### src/rtl/mux_sel_pkg.sv
// Shared selector codes and slot state type
// for the demux3_reg block and its siblings.
package mux_sel_pkg;

  localparam logic [2:0] SEL_CH0 = 3'b000;
  localparam logic [2:0] SEL_CH1 = 3'b001;
  localparam logic [2:0] SEL_CH2 = 3'b010;

  localparam int N_CH = 3;

  typedef enum logic {
    S_EMPTY = 1'b0,
    S_FULL  = 1'b1
  } slot_state_e;

  function automatic logic sel_is_legal(
    input logic [2:0] sel
  );
    return (sel == SEL_CH0) ||
           (sel == SEL_CH1) ||
           (sel == SEL_CH2);
  endfunction

endpackage

### src/rtl/demux3_reg_if.sv
// Valid/ready/data channel bundle used on
// each demux3_reg output slot.
interface demux3_reg_if #(
  parameter int DATA_W = 32
);
  logic              valid;
  logic              ready;
  logic [DATA_W-1:0] data;

  modport master (
    output valid,
    output data,
    input  ready
  );

  modport slave (
    input  valid,
    input  data,
    output ready
  );
endinterface

### src/rtl/demux3_slot.sv
// One-entry output slot: EMPTY/FULL state
// plus a held word that resets to zero.
module demux3_slot
  import mux_sel_pkg::*;
#(
  parameter int DATA_W = 32
) (
  input  logic              clk,
  input  logic              reset,
  input  logic              write,
  input  logic [DATA_W-1:0] word,
  demux3_reg_if.master      ch
);

  slot_state_e       r_state;
  slot_state_e       w_state_nxt;
  logic [DATA_W-1:0] r_data;

  always_ff @(posedge clk or negedge reset) begin
    if (!reset) begin
      r_state <= S_EMPTY;
    end else begin
      r_state <= w_state_nxt;
    end
  end

  always_comb begin
    w_state_nxt = r_state;
    unique case (r_state)
      S_EMPTY: begin
        if (write) w_state_nxt = S_FULL;
      end
      S_FULL: begin
        if (!write && ch.ready)
          w_state_nxt = S_EMPTY;
      end
      default: w_state_nxt = S_EMPTY;
    endcase
  end

  always_ff @(posedge clk or negedge reset) begin
    if (!reset) begin
      r_data <= '0;
    end else if (write) begin
      r_data <= word;
    end
  end

  assign ch.valid = (r_state == S_FULL);
  assign ch.data  = r_data;

endmodule

### src/rtl/demux3_reg.sv
// Registered 1-to-3 demultiplexer with one-entry
// slot per channel and illegal-selector counter.
module demux3_reg
  import mux_sel_pkg::*;
#(
  parameter int DATA_W = 32,
  parameter int CNT_W  = 8
) (
  input  logic              clk,
  input  logic              reset,
  input  logic              in_valid,
  output logic              in_ready,
  input  logic [2:0]        selector,
  input  logic [DATA_W-1:0] data_in,
  output logic              out_valid_0,
  output logic              out_valid_1,
  output logic              out_valid_2,
  input  logic              out_ready_0,
  input  logic              out_ready_1,
  input  logic              out_ready_2,
  output logic [DATA_W-1:0] data_out_0,
  output logic [DATA_W-1:0] data_out_1,
  output logic [DATA_W-1:0] data_out_2,
  output logic [CNT_W-1:0]  illegal_cnt
);

  logic [N_CH-1:0] w_sel_oh;
  logic            w_illegal;
  logic [N_CH-1:0] w_valid;
  logic [N_CH-1:0] w_ready;
  logic [N_CH-1:0] w_wr;
  logic            w_xfer;
  logic [CNT_W-1:0] r_cnt;

  // Illegal codes fall through to channel 0.
  always_comb begin
    w_sel_oh  = 3'b001;
    w_illegal = 1'b0;
    unique case (1'b1)
      (selector == SEL_CH0): w_sel_oh = 3'b001;
      (selector == SEL_CH1): w_sel_oh = 3'b010;
      (selector == SEL_CH2): w_sel_oh = 3'b100;
      default: begin
        w_sel_oh  = 3'b001;
        w_illegal = !sel_is_legal(selector);
      end
    endcase
  end

  assign w_ready  = {out_ready_2,
                     out_ready_1,
                     out_ready_0};
  assign in_ready = |(w_sel_oh &
                      (~w_valid | w_ready));
  assign w_xfer   = in_valid & in_ready;
  assign w_wr     = w_sel_oh & {N_CH{w_xfer}};

  always_ff @(posedge clk or negedge reset) begin
    if (!reset) begin
      r_cnt <= '0;
    end else if (w_xfer && w_illegal &&
                 (r_cnt != {CNT_W{1'b1}})) begin
      r_cnt <= r_cnt + 1'b1;
    end
  end

  assign illegal_cnt = r_cnt;

  demux3_reg_if #(.DATA_W(DATA_W)) u_ch0_if ();
  demux3_reg_if #(.DATA_W(DATA_W)) u_ch1_if ();
  demux3_reg_if #(.DATA_W(DATA_W)) u_ch2_if ();

  assign u_ch0_if.ready = out_ready_0;
  assign u_ch1_if.ready = out_ready_1;
  assign u_ch2_if.ready = out_ready_2;

  demux3_slot #(.DATA_W(DATA_W)) u_slot0 (
    .clk   (clk),
    .reset (reset),
    .write (w_wr[0]),
    .word  (data_in),
    .ch    (u_ch0_if.master)
  );

  demux3_slot #(.DATA_W(DATA_W)) u_slot1 (
    .clk   (clk),
    .reset (reset),
    .write (w_wr[1]),
    .word  (data_in),
    .ch    (u_ch1_if.master)
  );

  demux3_slot #(.DATA_W(DATA_W)) u_slot2 (
    .clk   (clk),
    .reset (reset),
    .write (w_wr[2]),
    .word  (data_in),
    .ch    (u_ch2_if.master)
  );

  assign w_valid = {u_ch2_if.valid,
                    u_ch1_if.valid,
                    u_ch0_if.valid};

  assign out_valid_0 = u_ch0_if.valid;
  assign out_valid_1 = u_ch1_if.valid;
  assign out_valid_2 = u_ch2_if.valid;
  assign data_out_0  = u_ch0_if.data;
  assign data_out_1  = u_ch1_if.data;
  assign data_out_2  = u_ch2_if.data;

endmodule

### config.mk
export PLATFORM = sky130hd
export DESIGN_NAME = demux3_reg
export DESIGN_NICKNAME = d
export VERILOG_FILES = /design/src/rtl/mux_sel_pkg.sv /design/src/rtl/demux3_reg_if.sv /design/src/rtl/demux3_slot.sv /design/src/rtl/demux3_reg.sv
export SDC_FILE = /design/constraint.sdc
export NUM_CORES = 1
export LEC_CHECK = 0
export CELL_PAD_IN_SITES_DETAIL_PLACEMENT = 1
export CELL_PAD_IN_SITES_GLOBAL_PLACEMENT = 1
export CORE_ASPECT_RATIO = 1.1
export CORE_MARGIN = 10
export CORE_UTILIZATION = 32
export CTS_CLUSTER_DIAMETER = 40
export DETAILED_ROUTE_END_ITERATION = 10
export PLACE_DENSITY_LB_ADDON = 0.1
export SETUP_SLACK_MARGIN = 0.4
export SLEW_MARGIN = 20
export SYNTH_ARGS = -nofsm -noshare
export SYNTH_HDL_FRONTEND = slang
export SYNTH_SLANG_ARGS = --single-unit
### constraint.sdc
create_clock -name clk -period 1.25 [get_ports clk]
set_input_delay 0.25 -clock clk [delete_from_list [all_inputs] [get_ports clk]]
set_output_delay 0.25 -clock clk [all_outputs]
set_load 0.02 [all_outputs]
==> qor.yml, run 1 <==
run_status:
  status: "finished, violations left"
  violations: "negative hold slack, negative setup slack"
logic_synthesis:
  yosys.area.top_type: "dfrtp_1"
  yosysWarnings: 0
  synth_seq_cells: 107
  ys.flop_type: "dfrtp_1"
  synth_top_area_share_pct: 63.8
  synth-seq-area-share_pct: 63.8
  synthTopCellsByArea: "dfrtp_1, mux2_2, mux2_4, buf_4, mux2_1"
  synth-edff-count: 0
  yosysMostFrequentCell: "dfrtp_1"
  synthCells: 261
  netlist-cell-type-count: 24
  synth_area_per_cell_sq_um: 16.1
  synthArstFlopShare_pct: 100
  synthesis.area_sq_mm: 0.00420
  synth.net_count: 303
  synthTopCellsByCount: "dfrtp_1, mux2_2, nand2_1"
route:
  routed_via_density: 4.63
  ant_nets: 0
  dr.first_iter.drc_count: 77
  routed_wl_mm: 14.5
  drc: 0
  first_pass_iters: 4
  num_vias: 3145
  wl_per_cell_um: 21.3
placement:
  portBuffers: 148
  dpl_cell_area_sq_mm: 0.00625
  dpl.hpwl_mm: 9.00
  globalplace.congestion: 0.703
  dp.cells: 588
grt:
  grt_pass1_vias: 3571
  grt_pass1_wl_mm: 21.8
  grt-ovfl-total: 0
  grt.busiest_layer: "met2"
  met1_usage_pct: 16.8
  track_usage_pct: 15.8
  gr-usage-met2_pct: 28.5
  antenna_found_initial: 0
  grt_max_degree: 35
  use_met3_pct: 5.40
clock_tree:
  numCtsBuffers: 9
  path_clk_slew_ns: 0.07
  h-tree-depth: 3
  insertion_delay_ns: 0.35
  clockBufferDepth: 2
  cts-root-buf: "clkbuf_16"
  cts_sinks: 107
  cts_tree: "yes"
sta:
  slew-limit-headroom_pct: 77.3
  hold_viol: 17
  layout_setup_ws_ns: -0.265
  slew_violations: 0
  rsz0062_at_grt: "true"
  fin_hold_ws_ns: -0.204
  worstMarginPinSlew_ns: 0.341
  skew_ns: 0.00470
  fmax_ghz: 0.660
  finalCriticalPeriod_ns: 1.52
  min_period_over_period_pct: 121
  setup_viol: 110
pwr:
  irDropWorstVdd_v: 0.000892
  power_density_mw_per_mm2: 1690
  p_leak_nw: 3.73
cells_and_area:
  drive_gt1_share_pct: 70.5
  fin_area_sq_mm: 0.00776
  instances_no_fill: 679
  antenna_cells: 0
  nNetsFinal: 559
  fillers: 1195
  syn2layout_area_growth_pct: 84.9
setup_path:
  critPathMaxFanout: 6
  crit_chain: "nand2b_4 > buf_6 > o211ai_4 > buf_6 > buf_12 > buf_12 > mux2_4"
  critPathCaptureType: "flip-flop"
  crit_start: "u_slot0.ch.valid"
  r2r-start: "u_slot0.ch.valid"
  cp_slowest_cell: "dfrtp_2"
  crit_type: "flip-flop to flip-flop"
  worstPathRequired_ns: 1.49
  worstPathArrival_ns: 1.75
  worst_path_largest_cell_delay_ns: 0.42
  startpoint_type: "flip-flop"
floorplanning:
  fp.dieH_um: 140
  std_cell_rows: 43
  coreArea_sq_mm: 0.0128
  start_util_pct: 32.9
  die_w_um: 129
  io_pins: 149
  die_area_sq_mm: 0.0181
flow_run:
  cap_violations: 0
hold_path:
  hold_class: "input port to asynchronous set/reset pin"
==> critical path, delay by kind of cell, from the launching register on <==
family	cells	cell delay [ns]
AO/OA/AOI/OAI	1	0.08
buffers and inverters	4	0.52
AND/OR/NAND/NOR	1	0.08
flip-flops	1	0.42
multiplexers	1	0.30
==> through the flow <==
| stage | power [mW] | setup TNS [ns] | utilization (%) | setup slack, ns | hold WS, ns |
|---|---|---|---|---|---|
| after CTS | 13.0 | -19.01 | 59.2 | -0.256 | -0.199 |
| after detailed placement | 8.97 | -75.84 | 49.0 | -0.925 | 0.181 |
| after floorplan | 6.63 | -5.74 | - | -0.189 | -0.0456 |
| after global routing | 13.7 | -24.23 | 60.8 | -0.308 | -0.187 |
| after global placement | 8.85 | -72.56 | 49.0 | -0.904 | 0.184 |
| final | 13.1 | -18.37 | 60.8 | -0.265 | -0.204 |
==> power breakdown <==
group	switching, mW	internal, mW	total [mW]	leakage, nW
combinational	2.09	2.98	5.08	2.29
sequential	0.619	4.23	4.85	1.27
clock	1.34	1.84	3.17	0.161
==> cells by family after synthesis <==
logic type                 synth area share [%]
DFF                                        63.8
adders and majority gates                 0.298
and+or+nand+nor                            4.83
xor gates and xnor gates                  0.626
muxes                                      27.5
buffers and inverters                      1.88
AOI/OAI and AO/OA                          1.10
==> path summary, 6_finish.rpt <==
path | endpoint | slack (ns) | cells past startpoint
setup / recovery | u_slot0.ch.data[14] | -0.27 | 7
setup reg to reg | u_slot0.ch.data[14] | -0.27 | 7
min in group clk | u_slot2.ch.valid | 0.38 | 5
hold reg to reg | u_slot1.ch.data[28] | 0.53 | 1
max in group asynchronous | u_slot1.ch.data[26] | 0.95 | 2
hold / removal | illegal_cnt[7] | -0.20 | 1
==> flip-flops by register name, indices dropped and copies added, names as in the netlist <==
register and flops:
illegal_cnt 8, u_slot0.ch.data 32, u_slot0.ch.valid 1, u_slot1.ch.data 32, u_slot1.ch.valid 1, u_slot2.ch.data 32
u_slot2.ch.valid 1
==> metal layers <==
metal / wire (um) / vias to the layer above
li1: - / 1440
met1: 5520 / 1604
met2: 7780 / 87
met3: 1010 / 14
met4: 180 / 0
met5: 0 / -
==> area by class of cell <==
| type | instances | area (sq um) | share of cell area [%] |
|---|---|---|---|
| Sequential cell | 107 | 2690 | 34.7 |
| Timing Repair Buffer | 254 | 2840 | 36.6 |
| Clock buffer | 10 | 239 | 3.08 |
| Clock inverter | 6 | 96.3 | 1.24 |
| Tap cell | 157 | 196 | 2.53 |
| Multi-Input combinational cell | 145 | 1690 | 21.8 |
==> placed cells by master (no fill, tap or decap), types with 3 or more instances in the layout <==
cell type,count
dfrtp_1,98
clkbuf_16,9
buf_12,13
clkdlybuf4s50_1,32
dfrtp_2,9
mux2_4,40
nand2_2,3
nor2_4,3
and2b_2,3
nand2_1,6
xor2_1,3
buf_6,128
mux2_2,61
nand2b_4,3
buf_4,63
buf_16,10
nand4_1,3
nand3_4,3
==> repair_timing <==
item / in CTS / in global routing
gates cloned: 10 / 0
endpoints found under the hold margin: 17 / 17
pin swaps: 12 / 5
setup buffers: 43 / 22
setup endpoints to repair: 215 / 214
resized for setup: 713 / 14
Note: power is estimated with default switching activity, not from simulation.
==> run 2, diff against run 1 <==
--- a/config.mk
+++ b/config.mk
@@ -12,9 +12,10 @@
 export CORE_UTILIZATION = 32
 export CTS_CLUSTER_DIAMETER = 40
 export DETAILED_ROUTE_END_ITERATION = 10
-export PLACE_DENSITY_LB_ADDON = 0.1
+export PLACE_DENSITY_LB_ADDON = 0.08
 export SETUP_SLACK_MARGIN = 0.4
 export SLEW_MARGIN = 20
 export SYNTH_ARGS = -nofsm -noshare
 export SYNTH_HDL_FRONTEND = slang
 export SYNTH_SLANG_ARGS = --single-unit
+export TNS_END_PERCENT = 50
==> qor.yml, run 2 (same netlist as run 1, synthesis figures left out) <==
placement:
  place_ws_ns: -0.893
  portBuffers: 148
  dpl.hpwl_mm: 8.92
  globalplace.congestion: 0.779
route:
  routed_wl_mm: 13.6
  routed_via_density: 4.70
  drc: 0
  wl_per_cell_um: 21.1
  dr.first_iter.drc_count: 115
  num_vias: 3016
  first_pass_iters: 4
  ant_nets: 0
grt:
  grt_pass1_wl_mm: 20.6
  grt_max_degree: 43
  antenna_found_initial: 0
  grt-ovfl-total: 0
  track_usage_pct: 14.8
  grt_pass1_vias: 3419
cells_and_area:
  nNetsFinal: 523
  most-common-layout-cells: "buf_6, dfrtp_1, mux2_4, buf_4, mux2_2"
  drive_gt1_share_pct: 67.4
  fillers: 1214
  antenna_cells: 0
  final_common_cell: "buf_6"
  syn2layout_area_growth_pct: 76.6
  multiInputGateArea_sq_mm: 0.00179
  register_area_sq_mm: 0.00269
clock_tree:
  cts_tree: "yes"
  cts_sinks: 107
  cts-root-buf: "clkbuf_16"
  clockBufferDepth: 2
  h-tree-depth: 3
  numCtsBuffers: 9
  path_clk_slew_ns: 0.07
  insertion_delay_ns: 0.34
floorplanning:
  fp.dieH_um: 140
  die_w_um: 129
  io_pins: 149
  die_area_sq_mm: 0.0181
  start_util_pct: 32.9
  std_cell_rows: 43
  coreArea_sq_mm: 0.0128
setup_path:
  cp_slowest_cell: "dfrtp_2"
  cpMostUsedCell: "buf_6"
  ff2ff_path_depth: 7
  path_buf_inv: 4
  crit_type: "flip-flop to flip-flop"
  worst_path_largest_cell_delay_ns: 0.43
  worstPathRequired_ns: 1.48
  r2r-start: "u_slot0.ch.valid"
  critPathMaxFanout: 5
  critPathCaptureType: "flip-flop"
  crit_chain: "nand2b_4 > buf_6 > o211ai_4 > buf_6 > buf_6 > buf_12 > mux2_4"
  worstPathArrival_ns: 1.79
  regToRegSetupSlack_ns: -0.31
  timing.rr.end: "u_slot0.ch.data[11]"
  critPathTopFamily: "buffers and inverters"
  startpoint_type: "flip-flop"
pwr:
  pwr-share-seq_pct: 37.8
  power.share.clock_pct: 24.1
  p_sw_mw: 3.96
  p_comb_share_pct: 38.2
  intPower_mw: 8.89
  power.total_mw: 12.8
  p_sw_share_pct: 30.8
  irDropWorstVdd_v: 0.000959
  p_leak_nw: 3.59
  power_density_mw_per_mm2: 1730
sta:
  min_period_over_period_pct: 125
  hold_viol: 14
  skew_ns: 0.00526
  fin_hold_ws_ns: -0.222
  worstMarginPinSlew_ns: 0.285
  rsz0062_at_grt: "true"
  setup_viol: 108
  fmax_ghz: 0.642
  slew-limit-headroom_pct: 81.0
  layout_setup_ws_ns: -0.309
  slew_violations: 0
  finalCriticalPeriod_ns: 1.56
run_status:
  status: "finished, violations left"
  violations: "negative hold slack, negative setup slack"
flow_run:
  cap_violations: 0
hold_path:
  hold_class: "input port to asynchronous set/reset pin"
run 2: power groups by stage:
stage               logic, mW  clock network [mW]  registers [mW]
floorplan               0.960                   0            5.65
global placement         4.09                   0            4.71
detailed placement       4.15                   0            4.76
CTS                      4.75                3.15            4.84
global route             5.19                3.32            4.96
finish                   4.90                3.09            4.85
run 2: worst max-delay path by stage:
stage | startpoint | endpoint | slack, ns | cells after the start
floorplan | selector[1] | u_slot0.ch.data[10] | -0.19 | 5
global placement | selector[1] | in_ready | -0.88 | 6
detailed placement | selector[1] | in_ready | -0.89 | 6
CTS | selector[1] | u_slot0.ch.data[3] | -0.26 | 9
global route | u_slot0.ch.valid | u_slot0.ch.data[11] | -0.34 | 7
finish | u_slot0.ch.valid | u_slot0.ch.data[11] | -0.31 | 7
run 2: per-stage QoR:
step	hold slack [ns]	cells	TNS [ns]	instance area (sq um)	util (%)
after floorplan	-0.0456	261	-5.62	4320	-
after global placement	0.149	584	-72.88	6210	48.7
after detailed placement	0.154	584	-75.73	6210	48.7
after CTS	-0.223	629	-15.37	7180	56.3
after global routing	-0.218	642	-24.21	7410	58.1
final	-0.222	642	-18.68	7410	58.1
run 2: layout make-up:
class / instances / area share, %
clock inverters: 4 / 1.01
repair buffers: 218 / 32.6
well taps: 157 / 2.65
flip-flops and latches: 107 / 36.3
clock buffers: 11 / 3.28
multi-input cells: 145 / 24.1
run 2: metal layers:
| metal | part of all wire [%] | global-route usage [%] | routed length [um] |
|---|---|---|---|
| met5 | 0 | 0 | 0 |
| met4 | 0.86 | 3.95 | 117 |
| met2 | 51 | 24.1 | 6880 |
| met1 | 40 | 17.3 | 5360 |
| met3 | 8.9 | 6.49 | 1200 |
run 2: timing repair:
action | CTS | global route
pin swaps | 6 | 9
gates resized for setup | 704 | 34
gates cloned | 4 | 3
hold endpoints to repair | 14 | 14
setup buffers | 26 | 10
setup endpoints to repair | 215 | 215
==> run 3, diff against run 2 <==
--- a/config.mk
+++ b/config.mk
@@ -5,6 +5,7 @@
 export SDC_FILE = /design/constraint.sdc
 export NUM_CORES = 1
 export LEC_CHECK = 0
+export ABC_CLOCK_PERIOD_IN_PS = 1250
 export CELL_PAD_IN_SITES_DETAIL_PLACEMENT = 1
 export CELL_PAD_IN_SITES_GLOBAL_PLACEMENT = 1
 export CORE_ASPECT_RATIO = 1.1
@@ -12,6 +13,7 @@
 export CORE_UTILIZATION = 32
 export CTS_CLUSTER_DIAMETER = 40
 export DETAILED_ROUTE_END_ITERATION = 10
+export GPL_TIMING_DRIVEN = 1
 export PLACE_DENSITY_LB_ADDON = 0.08
 export SETUP_SLACK_MARGIN = 0.4
 export SLEW_MARGIN = 20
==> results of run 3 <==
No change in the layout: final DEF, timing and power equal those of run 2.
